`src/rtl/bin2bcd_seq_pkg.sv`:
```
// rtl/bin2bcd_seq_pkg.sv - shared constants for the sequential binary-to-BCD converter
package bin2bcd_seq_pkg;

  // Digit width, shared with the 7-segment decoders
  localparam int BCD_SIZE = 4;

  localparam logic [0:0] IDLE  = 1'b0;
  localparam logic [0:0] SHIFT = 1'b1;

  localparam logic [BCD_SIZE-1:0] BCD_NINE = 4'h9;

endpackage

```
`src/rtl/bin2bcd_seq_add3_cell.sv`:
```
// rtl/bin2bcd_seq_add3_cell.sv - double-dabble digit correction: add 3 when the digit is 5 or more
module bcd_add3_cell
  import bin2bcd_seq_pkg::*;
(
  input  logic [BCD_SIZE-1:0] din,
  output logic [BCD_SIZE-1:0] dout
);

  assign dout = (din >= BCD_SIZE'(5)) ? din + BCD_SIZE'(3) : din;

endmodule

```
`src/rtl/bin2bcd_seq.sv`:
```
// rtl/bin2bcd_seq.sv - one-bit-per-clock binary-to-BCD converter with start/busy/done handshake
module bin2bcd_seq
  import bin2bcd_seq_pkg::*;
#(
  parameter int BIN_WIDTH = 8,
  parameter int DIGITS    = 3
) (
  input  logic                         clk_i,
  input  logic                         rst_i,
  input  logic                         start_i,
  input  logic [BIN_WIDTH-1:0]         bin_i,
  output logic                         busy_o,
  output logic                         done_o,
  output logic [BCD_SIZE*DIGITS-1:0]   bcd_o,
  output logic                         overflow_o
);

  localparam int ACC_W = BCD_SIZE * DIGITS;
  localparam int CNT_W = $clog2(BIN_WIDTH + 1);

  logic [0:0]           state;
  logic [BIN_WIDTH-1:0] bin_reg;
  logic [ACC_W-1:0]     acc;
  logic [ACC_W-1:0]     acc_adj;
  logic [ACC_W-1:0]     acc_next;
  logic [CNT_W-1:0]     cnt;
  logic                 ovf_acc;
  logic                 ovf_next;
  logic                 last;

  for (genvar g = 0; g < DIGITS; g++) begin : g_cell
    bcd_add3_cell u_cell (
      .din  (acc[g*BCD_SIZE +: BCD_SIZE]),
      .dout (acc_adj[g*BCD_SIZE +: BCD_SIZE])
    );
  end

  // A bit leaving the top digit means the value cannot fit in DIGITS digits
  always_comb begin
    acc_next = {acc_adj[ACC_W-2:0], bin_reg[BIN_WIDTH-1]};
    ovf_next = ovf_acc | acc_adj[ACC_W-1];
    last     = (cnt == CNT_W'(BIN_WIDTH - 1));
  end

  always_ff @(posedge clk_i) begin
    if (rst_i) begin
      state      <= IDLE;
      bin_reg    <= '0;
      acc        <= '0;
      cnt        <= '0;
      ovf_acc    <= 1'b0;
      busy_o     <= 1'b0;
      done_o     <= 1'b0;
      bcd_o      <= '0;
      overflow_o <= 1'b0;
    end else begin
      done_o <= 1'b0;
      case (state)
        IDLE: begin
          if (start_i) begin
            bin_reg <= bin_i;
            acc     <= '0;
            cnt     <= '0;
            ovf_acc <= 1'b0;
            busy_o  <= 1'b1;
            state   <= SHIFT;
          end
        end
        SHIFT: begin
          acc     <= acc_next;
          bin_reg <= bin_reg << 1;
          ovf_acc <= ovf_next;
          cnt     <= cnt + 1'b1;
          if (last) begin
            state      <= IDLE;
            busy_o     <= 1'b0;
            done_o     <= 1'b1;
            overflow_o <= ovf_next;
            bcd_o      <= ovf_next ? {DIGITS{BCD_NINE}} : acc_next;
          end
        end
        default: state <= IDLE;
      endcase
    end
  end

endmodule

```
`config.mk`:
```
export PLATFORM = sky130hd
export DESIGN_NAME = bin2bcd_seq
export DESIGN_NICKNAME = d
export VERILOG_FILES = /design/src/rtl/bin2bcd_seq_pkg.sv /design/src/rtl/bin2bcd_seq_add3_cell.sv /design/src/rtl/bin2bcd_seq.sv
export SDC_FILE = /design/constraint.sdc
export NUM_CORES = 1
export LEC_CHECK = 0
export CAP_MARGIN = 20
export CORE_MARGIN = 2
export CORE_UTILIZATION = 54
export DETAILED_ROUTE_END_ITERATION = 6
export HOLD_SLACK_MARGIN = 0.12
export PLACE_DENSITY = 0.9
export SYNTH_ARGS = -nofsm -noshare
export SYNTH_HDL_FRONTEND = slang
export SYNTH_SLANG_ARGS = --single-unit
```
`constraint.sdc`:
```
create_clock -name clk_i -period 2.19 [get_ports clk_i]
set_clock_uncertainty 0.1 [all_clocks]
set_input_delay 0.438 -clock clk_i [delete_from_list [all_inputs] [get_ports clk_i]]
set_output_delay 0.438 -clock clk_i [all_outputs]
set_load 0.01 [all_outputs]
```
==> results.json, run 1 <==
{
  "status": "finished, final reports clean",
  "num_vias": 1760,
  "cts_buffers": 5,
  "firstDrtPassIters": 4,
  "layout-drive-gt1-share_pct": 6.130,
  "clock_path_buffers": 2,
  "gr-total-overflow": 0,
  "avgSynthCellArea_sq_um": 8.252,
  "antenna_found_initial": 0,
  "clock.fmax_ghz": 0.4943,
  "antennaDiodeCount": 0,
  "fin_nets": 279,
  "rows": 21,
  "post-place-ws_ns": 0.2135,
  "regArea_sq_um": 820.8,
  "drt_iter0_markers": 166,
  "ys_warn_count": 0,
  "die_x_microns": 64.18,
  "finalWorstSetupSlack_ns": 0.1668,
  "die_area_sq_um": 4119,
  "layout_worst_path_cycle_share_pct": 92.39,
  "hp-class": "flop to flop",
  "worst_slew_pin_slew_ns": 0.7105,
  "portBuffers": 25,
  "ctsResizeCount": 0,
  "leakagePower_nw": 0.8764,
  "critPathRequiredTime_ns": 2.40,
  "io_pins": 26,
  "post_cts_buffers": 0,
  "setup_viol": 0,
  "finalHoldViolCount": 0,
  "p_per_area_nw_per_um2": 546.6,
  "slowest_stage": "nor3_1",
  "drcViolationCount": 0,
  "dp.cells": 300,
  "antenna_left": 0,
  "grt_max_degree": 45,
  "multi_input_comb_area_sq_um": 1021,
  "post-route-min-period_ns": 2.023,
  "crit_path_max_incr_delay_ns": 0.60,
  "cts.sinks": 41,
  "grt_pass1_vias": 1559,
  "routed_wl_microns": 4183,
  "cp.arrival_ns": 2.23,
  "post_drt_via_cell_ratio": 5.733,
  "synth_edf_count": 0,
  "synth.distinct_cells": 36,
  "irDropWorstVdd_uv": 400.4,
  "synth_flop_cell": "dfxtp_1",
  "synthArstFlopShare_pct": 0,
  "r2r_slack_ns": 0.17,
  "hold_buffers": 0,
  "path_cells": "inv_1 -> ha_1 -> nand2b_1 -> nor3b_1 -> nor3_1 -> a41o_1",
  "core_area_sq_um": 3416,
  "dp_hpwl_microns": 2950,
  "clkTransAtPathRegs_ns": 0.12,
  "yosys_register_bits": 41,
  "start_kind": "flop",
  "die_h_microns": 64.18,
  "grt_usage_pct": 21.03,
  "rsz0062_at_grt": "no",
  "num-fill-cells": 301,
  "synth.cell_area_sq_um": 1956,
  "path_max_fanout": 6,
  "place.gp.congestion": 0.8577,
  "clockRootBuffer": "clkbuf_4",
  "path_class": "flop to flop",
  "cts-htree-levels": 2,
  "slew_headroom_pct": 52.27,
  "syn-instance-count": 237,
  "grt_pass1_wl_microns": 6831,
  "final_cells": 307,
  "wire_per_inst_microns": 13.63,
  "tritoncts": "done",
  "endpoint_kind": "flop",
  "drv_cap": 0,
  "synth_nets": 255,
  "fin_tns_setup_ns": 0,
  "area_growth_pct": 18.75,
  "ys_seq_area_share_pct": 41.97,
  "clkLatencyLatePin_ns": 0.36,
  "initial_core_util_pct": 57.25,
  "drv_slew": 0
}
==> power breakdown <==
group,switching (W),total [W],internal [W]
Clock,0.000238,0.000390,0.000152
Sequential,0.00000897,0.000768,0.000760
Combinational,0.0000604,0.000111,0.0000508
Total,0.000307,0.00127,0.000962
==> metrics by stage <==
stage / total power (W) / hold slack, ns / util, % / instance area (sq um)
5_1_grt: 0.001329 / 0.4172 / 67.99 / 2322
3_3_place_gp: 0.0008937 / 0.3686 / 66.37 / 2267
6_report: 0.001269 / 0.3888 / 67.99 / 2322
2_1_floorplan: 0.0008534 / 0.3537 / - / 1956
4_1_cts: 0.001278 / 0.3974 / 67.99 / 2322
3_5_place_dp: 0.0008966 / 0.3770 / 66.37 / 2267
==> layout make-up <==
| cell class | count | area share [%] |
|---|---|---|
| timing repair buffer | 32 | 13.58 |
| clock buffer | 7 | 2.371 |
| sequential | 41 | 35.34 |
| multi-input combinational | 167 | 43.97 |
| tap | 46 | 2.478 |
| inverter | 14 | 2.263 |
==> cells in the mapped netlist, types with 3 or more instances <==
cell type | n | share of area, %
buf_2 | 4 | 1.0
clkbuf_1 | 8 | 1.5
and3_1 | 3 | 0.96
mux2i_1 | 11 | 5.6
nand2b_1 | 5 | 1.6
nor3_1 | 10 | 2.6
ha_1 | 7 | 4.5
a211oi_1 | 5 | 1.9
nand2_1 | 4 | 0.77
nor3b_1 | 5 | 1.9
nor2_1 | 38 | 7.3
a21oi_1 | 23 | 5.9
buf_1 | 3 | 0.58
o31ai_1 | 5 | 1.9
o21ai_0 | 15 | 3.8
o211ai_1 | 3 | 1.2
nand3b_1 | 5 | 1.9
nand3_1 | 7 | 1.8
dfxtp_1 | 41 | 42
inv_1 | 14 | 2.7
==> cell families after synthesis <==
| logic type | after synthesis | share of synthesized area [%] |
|---|---|---|
| adders and majority gates | 7 | 4.478 |
| and+or+nand+nor | 85 | 21.82 |
| buffers and inverters | 29 | 5.822 |
| muxes | 11 | 5.630 |
| AOI/OAI and AO/OA | 64 | 20.28 |
| DFF | 41 | 41.97 |
==> placed cells by master (no fill, tap or decap), drive strengths merged, types with 2 or more instances in the layout <==
cell	instances
and3	3
nor3b	5
nor2b	2
clkdlybuf4s50	25
a21oi	23
dfxtp	41
nand3	7
and2	3
inv	14
clkbuf	7
a211o	2
nand3b	5
nor3	10
nand2b	5
mux2i	11
ha	7
a211oi	5
o31a	2
nand2	4
buf	7
nor2	38
o31ai	5
o21ai	16
o211ai	3
a31oi	2
==> worst paths after layout <==
kind,depth (start not counted),startpoint,end
setup / recovery,6,acc[9]$_SDFFE_PP0P_,bcd_o[5]$_SDFFE_PP0P_
hold / removal,2,bin_reg[2]$_SDFFE_PP0P_,bin_reg[3]$_SDFFE_PP0P_
setup reg to reg,6,acc[9]$_SDFFE_PP0P_,bcd_o[5]$_SDFFE_PP0P_
hold reg to reg,2,bin_reg[2]$_SDFFE_PP0P_,bin_reg[3]$_SDFFE_PP0P_
==> worst max-delay path, delay by kind of cell (launching register included) <==
kind	cells	cell delay, ns
AO/OA/AOI/OAI	1	0.27
adder cells (fa/ha/maj)	1	0.17
buffers and inverters	1	0.09
flip-flops	1	0.41
AND/OR/NAND/NOR	3	0.94
==> layer usage <==
metal | track usage (%) | share of wire (%) | up-vias
met5 | 0 | 0 | -
met4 | 7.979 | 1.3 | 0
met3 | 4.225 | 6.4 | 7
met2 | 35.94 | 49 | 54
met1 | 26.02 | 44 | 820
li1 | - | - | 879
(Power assumes the default switching activity.)
==> run 2: changes to the inputs <==
Settings changed: CTS_CLUSTER_SIZE set to 10, SLEW_MARGIN set to 20.
==> results of run 2 <==
No change in the layout: final DEF, timing and power equal those of run 1.
